<file path="src/rtl/tinker_io_port_if.sv">
// Bundle of CPU in/out strobes and host valid/ready streams for tinker_io_port.
// The master side is the CPU/host environment; the slave side is the port device.
interface tinker_io_port_if #(
  parameter int WIDTH = 64,
  parameter int DEPTH = 16
);
  localparam int CW = $clog2(DEPTH) + 1;

  logic             cpu_in_signal;
  logic [WIDTH-1:0] cpu_in_data;
  logic             cpu_out_signal;
  logic [WIDTH-1:0] cpu_out_data;
  logic             host_in_valid;
  logic             host_in_ready;
  logic [WIDTH-1:0] host_in_data;
  logic             host_out_valid;
  logic             host_out_ready;
  logic [WIDTH-1:0] host_out_data;
  logic [CW-1:0]    in_count;
  logic [CW-1:0]    out_count;
  logic             in_underflow;
  logic             out_overflow;
  logic             clear_errors;

  modport master (
    output cpu_in_signal, cpu_out_signal, cpu_out_data,
    output host_in_valid, host_in_data, host_out_ready, clear_errors,
    input  cpu_in_data, host_in_ready, host_out_valid, host_out_data,
    input  in_count, out_count, in_underflow, out_overflow
  );

  modport slave (
    input  cpu_in_signal, cpu_out_signal, cpu_out_data,
    input  host_in_valid, host_in_data, host_out_ready, clear_errors,
    output cpu_in_data, host_in_ready, host_out_valid, host_out_data,
    output in_count, out_count, in_underflow, out_overflow
  );
endinterface

</file>
<file path="src/rtl/tinker_io_port.sv">
// CPU in/out port responder: host->CPU input FIFO and CPU->host output FIFO,
// both first-word-fall-through, with sticky underflow/overflow flags.
module tinker_io_port #(
  parameter int WIDTH     = 64,
  parameter int DEPTH     = 16,
  parameter int EDGE_MODE = 1
) (
  input  logic          clk,
  input  logic          reset,
  tinker_io_port_if.slave io
);
  localparam int AW = $clog2(DEPTH);
  localparam int CW = AW + 1;
  localparam logic [CW-1:0] FULL_COUNT = CW'(DEPTH);

  // bit 0: CPU read strobe, bit 1: CPU write strobe
  logic [1:0] strobe;
  logic [1:0] prev_reg;
  logic [1:0] evt;
  logic       rd_evt;
  logic       wr_evt;

  assign strobe = {io.cpu_out_signal, io.cpu_in_signal};
  assign evt    = (EDGE_MODE != 0) ? (strobe & ~prev_reg) : strobe;
  assign rd_evt = evt[0];
  assign wr_evt = evt[1];

  always_ff @(posedge clk) begin
    if (reset) prev_reg <= '0;
    else       prev_reg <= strobe;
  end

  logic [WIDTH-1:0] in_mem [DEPTH];
  logic [AW-1:0]    in_wr_ptr_reg, in_rd_ptr_reg;
  logic [CW-1:0]    in_count_reg;
  logic             in_full, in_empty, in_push, in_pop;

  logic [WIDTH-1:0] out_mem [DEPTH];
  logic [AW-1:0]    out_wr_ptr_reg, out_rd_ptr_reg;
  logic [CW-1:0]    out_count_reg;
  logic             out_full, out_empty, out_push, out_pop;

  logic             in_underflow_reg, out_overflow_reg;

  // All handshake decisions use the pre-cycle occupancy; a pop never frees
  // room for a push in the same cycle and a push never feeds a same-cycle pop.
  assign in_full   = (in_count_reg == FULL_COUNT);
  assign in_empty  = (in_count_reg == '0);
  assign in_push   = io.host_in_valid & ~in_full;
  assign in_pop    = rd_evt & ~in_empty;

  assign out_full  = (out_count_reg == FULL_COUNT);
  assign out_empty = (out_count_reg == '0);
  assign out_push  = wr_evt & ~out_full;
  assign out_pop   = io.host_out_ready & ~out_empty;

  always_ff @(posedge clk) begin
    if (in_push)  in_mem[in_wr_ptr_reg]   <= io.host_in_data;
    if (out_push) out_mem[out_wr_ptr_reg] <= io.cpu_out_data;
  end

  always_ff @(posedge clk) begin
    if (reset) begin
      in_wr_ptr_reg  <= '0;
      in_rd_ptr_reg  <= '0;
      in_count_reg   <= '0;
      out_wr_ptr_reg <= '0;
      out_rd_ptr_reg <= '0;
      out_count_reg  <= '0;
    end else begin
      if (in_push)  in_wr_ptr_reg  <= in_wr_ptr_reg + AW'(1);
      if (in_pop)   in_rd_ptr_reg  <= in_rd_ptr_reg + AW'(1);
      if (out_push) out_wr_ptr_reg <= out_wr_ptr_reg + AW'(1);
      if (out_pop)  out_rd_ptr_reg <= out_rd_ptr_reg + AW'(1);
      in_count_reg  <= in_count_reg + CW'(in_push) - CW'(in_pop);
      out_count_reg <= out_count_reg + CW'(out_push) - CW'(out_pop);
    end
  end

  // A new error event outranks a simultaneous clear.
  always_ff @(posedge clk) begin
    if (reset) begin
      in_underflow_reg <= 1'b0;
      out_overflow_reg <= 1'b0;
    end else begin
      in_underflow_reg <= (rd_evt & in_empty) | (in_underflow_reg & ~io.clear_errors);
      out_overflow_reg <= (wr_evt & out_full) | (out_overflow_reg & ~io.clear_errors);
    end
  end

  assign io.host_in_ready  = ~in_full;
  assign io.cpu_in_data    = in_empty ? '0 : in_mem[in_rd_ptr_reg];
  assign io.host_out_valid = ~out_empty;
  assign io.host_out_data  = out_empty ? '0 : out_mem[out_rd_ptr_reg];
  assign io.in_count       = in_count_reg;
  assign io.out_count      = out_count_reg;
  assign io.in_underflow   = in_underflow_reg;
  assign io.out_overflow   = out_overflow_reg;
endmodule
</file>
<file path="src/flat_wrapper.sv">
// flat-port wrapper written by rule: the top's interface ports become plain ports
module tinker_io_port_flat 
#(
  parameter int WIDTH     = 64,
  parameter int DEPTH     = 16,
  parameter int EDGE_MODE = 1
)
  (clk, reset, io_cpu_in_signal, io_cpu_out_signal, io_cpu_out_data, io_host_in_valid, io_host_in_data, io_host_out_ready, io_clear_errors, io_cpu_in_data, io_host_in_ready, io_host_out_valid, io_host_out_data, io_in_count, io_out_count, io_in_underflow, io_out_overflow);
  tinker_io_port_if #(.WIDTH(WIDTH), .DEPTH(DEPTH)) io_i ();
  input  logic clk;
  input  logic reset;
  input wire logic [$bits(io_i.cpu_in_signal)-1:0] io_cpu_in_signal;
  input wire logic [$bits(io_i.cpu_out_signal)-1:0] io_cpu_out_signal;
  input wire logic [$bits(io_i.cpu_out_data)-1:0] io_cpu_out_data;
  input wire logic [$bits(io_i.host_in_valid)-1:0] io_host_in_valid;
  input wire logic [$bits(io_i.host_in_data)-1:0] io_host_in_data;
  input wire logic [$bits(io_i.host_out_ready)-1:0] io_host_out_ready;
  input wire logic [$bits(io_i.clear_errors)-1:0] io_clear_errors;
  output wire logic [$bits(io_i.cpu_in_data)-1:0] io_cpu_in_data;
  output wire logic [$bits(io_i.host_in_ready)-1:0] io_host_in_ready;
  output wire logic [$bits(io_i.host_out_valid)-1:0] io_host_out_valid;
  output wire logic [$bits(io_i.host_out_data)-1:0] io_host_out_data;
  output wire logic [$bits(io_i.in_count)-1:0] io_in_count;
  output wire logic [$bits(io_i.out_count)-1:0] io_out_count;
  output wire logic [$bits(io_i.in_underflow)-1:0] io_in_underflow;
  output wire logic [$bits(io_i.out_overflow)-1:0] io_out_overflow;
  assign io_i.cpu_in_signal = io_cpu_in_signal;
  assign io_i.cpu_out_signal = io_cpu_out_signal;
  assign io_i.cpu_out_data = io_cpu_out_data;
  assign io_i.host_in_valid = io_host_in_valid;
  assign io_i.host_in_data = io_host_in_data;
  assign io_i.host_out_ready = io_host_out_ready;
  assign io_i.clear_errors = io_clear_errors;
  assign io_cpu_in_data = io_i.cpu_in_data;
  assign io_host_in_ready = io_i.host_in_ready;
  assign io_host_out_valid = io_i.host_out_valid;
  assign io_host_out_data = io_i.host_out_data;
  assign io_in_count = io_i.in_count;
  assign io_out_count = io_i.out_count;
  assign io_in_underflow = io_i.in_underflow;
  assign io_out_overflow = io_i.out_overflow;
  tinker_io_port #(.WIDTH(WIDTH), .DEPTH(DEPTH), .EDGE_MODE(EDGE_MODE)) u_core (.clk(clk), .reset(reset), .io(io_i));
endmodule
</file>
<file path="config.mk">
export PLATFORM = sky130hd
export DESIGN_NAME = tinker_io_port_flat
export DESIGN_NICKNAME = d
export VERILOG_FILES = /design/src/rtl/tinker_io_port_if.sv /design/src/rtl/tinker_io_port.sv /design/src/flat_wrapper.sv
export SDC_FILE = /design/constraint.sdc
export NUM_CORES = 2
export LEC_CHECK = 0
export CORE_AREA = 3 3 552 417
export CTS_BUF_LIST = sky130_fd_sc_hd__clkbuf_4
export CTS_CLUSTER_DIAMETER = 200
export CTS_CLUSTER_SIZE = 8
export DETAILED_ROUTE_END_ITERATION = 16
export DIE_AREA = 0 0 555 420
export PLACE_DENSITY = 0.56
export SLEW_MARGIN = 40
export SYNTH_ARGS = -nofsm -noshare
export SYNTH_HDL_FRONTEND = slang
export SYNTH_SLANG_ARGS = --single-unit
</file>
<file path="constraint.sdc">
create_clock -name clk -period 7.5 [get_ports clk]
set_input_delay 1.5 -clock clk [delete_from_list [all_inputs] [get_ports clk]]
set_output_delay 1.5 -clock clk [all_outputs]
set_load 0.05 [all_outputs]
</file>
* Yosys cells after proc, flatten, opt, wreduce, memory -nomap -nowiden
Memories as Yosys holds them, arrays and structs flattened. A register that Yosys moved wholly into a read port is not among the register bits.
Cells that the tools add are included.
W data, S select, Z words.
** Operators by class
- Add/subtract/negate cells :: 8
- Equal/unequal tests :: 2
- Mux-type cells :: 10
- Bitwise operators :: 17
- Reductions and logical operators :: 2
** Operator list (count)
- $mux W64 :: 2
- $add A4 B1 Y4 const B :: 4
- $mux W4 :: 4
- $add A5 B1 Y5 :: 2
- $eq A5 B5 Y1 const B :: 2
- $logic_not A5 Y1 :: 2
- $sub A5 B1 Y5 :: 2
- $and A1 B1 Y1 :: 8
- $not A1 Y1 :: 5
- $mux W1 :: 4
- $and A2 B2 Y2 :: 1
- $not A2 Y2 :: 1
- $or A1 B1 Y1 :: 2
** Storage, ports and cells
- Flip-flop bits (word level) :: 30
- Memory bits (writable) :: 2048
- Bits of input ports :: 135
- Output and inout port bits :: 142
- Word-level logic and storage cells :: 50
- Memories :: 2
** Memories
- u_core.in_mem :: words 16, bits a word 64, rd ports 1, clocked after memory_dff 1, wr ports 1, RTL line tinker_io_port.sv:33 : logic [WIDTH-1:0] in_mem [DEPTH];
- u_core.out_mem :: words 16, bits a word 64, rd ports 1, clocked after memory_dff 1, wr ports 1, RTL line tinker_io_port.sv:38 : logic [WIDTH-1:0] out_mem [DEPTH];

* Depth between registers and ports, before layout
- Word-level depth :: 5
- Mapped depth :: 13
- Gate-level depth less buffers :: 13

* Least setup slack after synthesis
No wires, ideal clock.
- Path type :: register to register
- From :: register u_core.in_count_reg[2], in the netlist u_core.io.in_count[2]
- To :: memory u_core.in_mem[0][0] (enable)
- Library setup time :: 565 ps
- Arrival time :: 6385 ps
- Required time :: 6935 ps
- Slack :: 550 ps
- Stages on the path, launching flop included :: 8
- Buffers on the path :: 1
- Clock period less this slack :: 6950 ps
- Cells stage by stage :: dfxtp_1 inv_1 ha_1 nand4bb_1 and2_1 clkbuf_1 nand2_1 nor3_1
** Between the ends
- Longest elaborated chain between the ends :: 5
** Ends and longest elaborated chain
- start: declaration :: RTL line tinker_io_port.sv:35 : logic [CW-1:0] in_count_reg;
- start signal: assignment :: RTL line tinker_io_port.sv:75 : in_count_reg <= in_count_reg + CW'(in_push) - CW'(in_pop);
- $eq A5 B5 Y1 :: RTL line tinker_io_port.sv:47 : assign in_full = (in_count_reg == FULL_COUNT);
- $not A1 Y1
- named net io_host_in_ready :: RTL line flat_wrapper.sv:20 : output wire logic [$bits(io_i.host_in_ready)-1:0] io_host_in_ready;
- $and A1 B1 Y1 :: RTL line tinker_io_port.sv:49 : assign in_push = io.host_in_valid & ~in_full;
- named net u_core.in_push :: RTL line tinker_io_port.sv:36 : logic in_full, in_empty, in_push, in_pop;
- $mux W1 :: RTL line tinker_io_port.sv:58 : if (in_push) in_mem[in_wr_ptr_reg] <= io.host_in_data;
- $mux W1 (implied by the code) :: RTL line tinker_io_port.sv:58
- end: declaration :: RTL line tinker_io_port.sv:33
The timed path passes the listed nets, and every way through them passes these cells.

* Worst setup path after layout
- From :: register u_core.in_count_reg[3], in the netlist u_core.io.in_count[3]
- To :: output io_cpu_in_data[12]
** Between the ends
- Longest elaborated chain between the ends :: 2
** Ends and longest elaborated chain
- $logic_not A5 Y1 :: RTL line tinker_io_port.sv:48 : assign in_empty = (in_count_reg == '0);
- $mux W64 :: RTL line tinker_io_port.sv:92 : assign io.cpu_in_data = in_empty ? '0 : in_mem[in_rd_ptr_reg];
- end: declaration :: RTL line flat_wrapper.sv:19 : output wire logic [$bits(io_i.cpu_in_data)-1:0] io_cpu_in_data;
No other way between the ends.

==> summary.txt <==
Outcome
  • Outcome: finished clean

CTS
  • Total CTS buffers: 302
  • Worst skew pair latency: 1170 ps
  • # hold bufs at CTS: 0
  • CTS sink count: 2086
  • Number of gates resized after CTS: 0
  • CTS tree: built
  • Post-CTS Setup Inserts: 0
  • Clk pin slew, worst setup/hold paths: 110 ps
  • CTS Buffer Depth: 4
  • CTS root buffer: clkbuf_4
  • CTS H-tree lvls: 5

Power
  • Sequential power share: 0.498
  • Clock group share of total power: 0.218
  • Int Pwr: 18.29 mW
  • VDD IR max: 223.1 uV
  • Combinational power share: 0.284
  • PwrDens: 302.4 mW/mm^2
  • Static Leak: 26.37 nW
  • Switching pwr: 8.495 mW
  • Switch share: 0.3171

Worst setup path
  • RR Endpoint: u_core.in_mem[0][19]$_DFFE_PP_
  • Worst setup path endpoint: io_cpu_in_data[12]
  • Family with the most delay on the worst path: buffers and inverters
  • Critical path class: flip-flop to output port
  • Worst r2r src: u_core.io.in_count[3]$_SDFF_PP0_
  • CP Launch Type: flip-flop
  • CP peak stage delay: 840 ps
  • WP buf/inv: 3
  • Worst setup startpoint: u_core.io.in_count[3]$_SDFF_PP0_
  • Slowest CP cell: clkdlybuf4s50_1
  • CP max FO: 32
  • Crit-path cells: inv_1, ha_1, or4b_1, nand2_1, nor2_4, buf_4, a221o_1, clkdlybuf4s50_1
  • Reg-to-reg slack, setup: 4080 ps
  • CP Capture Type: output port
  • CP required: 6000 ps
  • Crit. path cell count: 8
  • FF-to-FF path depth: 8
  • CP arrival: 4990 ps

Route
  • DR WL/cell: 27.81 um
  • Vias per inst: 5.304
  • Initial DRC Count: 3352
  • Detail Route Antenna Nets: 0
  • Residual DRC: 0
  • DRT Wirelength: 191000 um
  • 1st-pass router iterations: 7
  • Vias: 36431

Placed design
  • IO Port Bufs: 276
  • Final GP Congestion: 0.7010
  • Pre-CTS WS: 2103 ps
  • Post-DP HPWL: 97780 um

Timing
  • Skew final: 127.8 ps
  • Fmax: 154.2 MHz
  • Final setup fails: 0
  • Fin. Hold Viols: 0
  • Setup TNS: 0 ps
  • Crit share post-route: 0.8649
  • Min Tclk post-route: 6487 ps
  • Actual slew at the worst max-slew pin: 868.6 ps
  • RSZ-0062 raised after global routing: false
  • Final Slew Violations: 0
  • Max-slew headroom: 0.4210
  • Setup WS post-layout: 1013 ps

GRT
  • First-pass GRT wire length: 276300 um
  • Initial antenna violation count: 32
  • Vias in the first global route: 38453
  • Largest net degree at the start of global routing: 124
  • Total Routing Usage GR: 0.1625
  • Gr ovfl total: 0

Die
  • Starting Density: 0.3490
  • Core ar.: 0.2254 mm^2
  • Die X: 555 um
  • Row count: 151
  • IO Pins: 277
  • Die area: 0.2331 mm^2
  • Die Y: 420 um

Synth
  • Register area share after synthesis: 0.7914
  • Yosys warnings: 0
  • Synth unique cells: 40
  • Number of flops mapped to enable cells by yosys: 2048
  • Mapped Nets: 3488
  • Cell count after synthesis: 3331
  • Synth Flop Type: edfxtp_1
  • Async set or reset register ratio after synthesis: 0
  • Syn Area/Cell: 23.62 um^2
  • #FFs+latches synth: 2086
  • Netlist Area Pre-Place: 0.07867 mm^2

Final layout
  • Commonest non-fill, non-tap cell in the layout: edfxtp_1
  • Multi-input logic area: 0.01579 mm^2
  • Layout cells sized above 1: 0.2606
  • Layout fillers: 19913
  • Nets: 3981
  • Syn-to-layout area delta: 12.60%
  • Most frequent cells in the layout: 2048 x edfxtp_1, 511 x mux4_2, 330 x clkbuf_4, 276 x clkdlybuf4s50_1, 66 x mux2i_1
  • Top flop regs: u_core.in_mem: 1024 flops, u_core.out_mem: 1024 flops
  • Register area: 0.06229 mm^2

Flow run
  • Max Cap Violations: 0

Min path
  • Hold crit path type: flip-flop to flip-flop
-- logic make-up (layout without fill, tap and decap cells) --
family          count (synthesis)  count (layout)  share of synthesized area
flops                        2086            2086                     0.7914
mux                           577             577                     0.1547
compound gates                278             278                    0.02745
buf+inv                       203             740                    0.01132
simple gates                  149             149                   0.009607
fa+ha+maj                      22              22                   0.003690
xor+xnor                       16              16                   0.001781
other cells                     0              17                          0
-- through the flow --
step / hold WS, ps / instances / total power [mW] / instance area, um^2 / util
2_1_floorplan: 470.8 / 3331 / 18.70 / 78670 / -
3_3_place_gp: 486.1 / 6489 / 21.36 / 85560 / 0.3796
3_5_place_dp: 476.3 / 6499 / 21.39 / 85780 / 0.3806
4_1_cts: 500.2 / 6847 / 27.28 / 88430 / 0.3923
5_1_grt: 533.9 / 6857 / 28.07 / 88550 / 0.3929
6_report: 510.8 / 6868 / 26.79 / 88580 / 0.3930
-- final cells by class --
class                           count  area share
Sequential cell                  2086      0.7032
Multi-Input combinational cell   1042      0.1782
Timing Repair Buffer              372     0.04520
Tap cell                         2983     0.04214
Clock buffer                      330     0.02797
Clock inverter                     18    0.001963
Inverter                           20   0.0008475
Antenna cell                       17   0.0004803
-- power by group through the flow --
stage / Sequential (mW) / Combinational (mW) / Clock [mW]
after CTS: 13.4 / 7.79 / 6.14
after global placement: 13.6 / 7.73 / 0
after detailed placement: 13.6 / 7.77 / 0
after floorplan: 13.6 / 5.11 / 0
after global routing: 13.4 / 8.07 / 6.61
final: 13.3 / 7.60 / 5.85
-- worst min path at each step --
stage	cells after the start	slack (ps)	endpoint	from
floorplan	2	470	flip-flop	u_core.out_rd_ptr_reg[1]$_SDFFE_PP0P_
global placement	2	490	flip-flop	u_core.out_rd_ptr_reg[1]$_SDFFE_PP0P_
detailed placement	2	480	flip-flop	u_core.out_rd_ptr_reg[1]$_SDFFE_PP0P_
CTS	2	500	flip-flop	u_core.out_rd_ptr_reg[1]$_SDFFE_PP0P_
global route	2	530	flip-flop	u_core.out_rd_ptr_reg[1]$_SDFFE_PP0P_
finish	2	510	flip-flop	u_core.out_rd_ptr_reg[1]$_SDFFE_PP0P_
-- worst register-to-register path: cells and delay by family, from the launching register on --
kind | cells | cell delay (ps)
and+or+nand+nor | 4 | 1000
buffers and inverters | 3 | 1280
adders and majority gates | 1 | 200
DFF | 1 | 380
-- Yosys cell counts (all sizes together) (7+ instances only) --
cell	instances	share of area
a211oi	30	0.0029
a21oi	11	0.00070
a221o	63	0.0080
a22o	63	0.0070
a22oi	48	0.0046
buf	95	0.0062
clkbuf	88	0.0042
dfxtp	38	0.0097
edfxtp	2048	0.78
ha	20	0.0032
inv	20	0.00095
mux2i	66	0.0084
mux4	511	0.15
nand2	16	0.00076
nand3	11	0.00070
nor2	57	0.0027
nor2b	27	0.0021
nor3	16	0.0010
o21ai	53	0.0034
xnor2	7	0.00078
xor2	9	0.0010
-- per-layer routing --
metal / up-vias / track usage / routed length (um)
met1: 19679 / 0.2190 / 80970
met5: - / 0 / 102
li1: 15299 / - / -
met4: 16 / 0.04427 / 4500
met3: 317 / 0.03558 / 11930
met2: 1120 / 0.2672 / 93500
(Power assumes the default switching activity.)
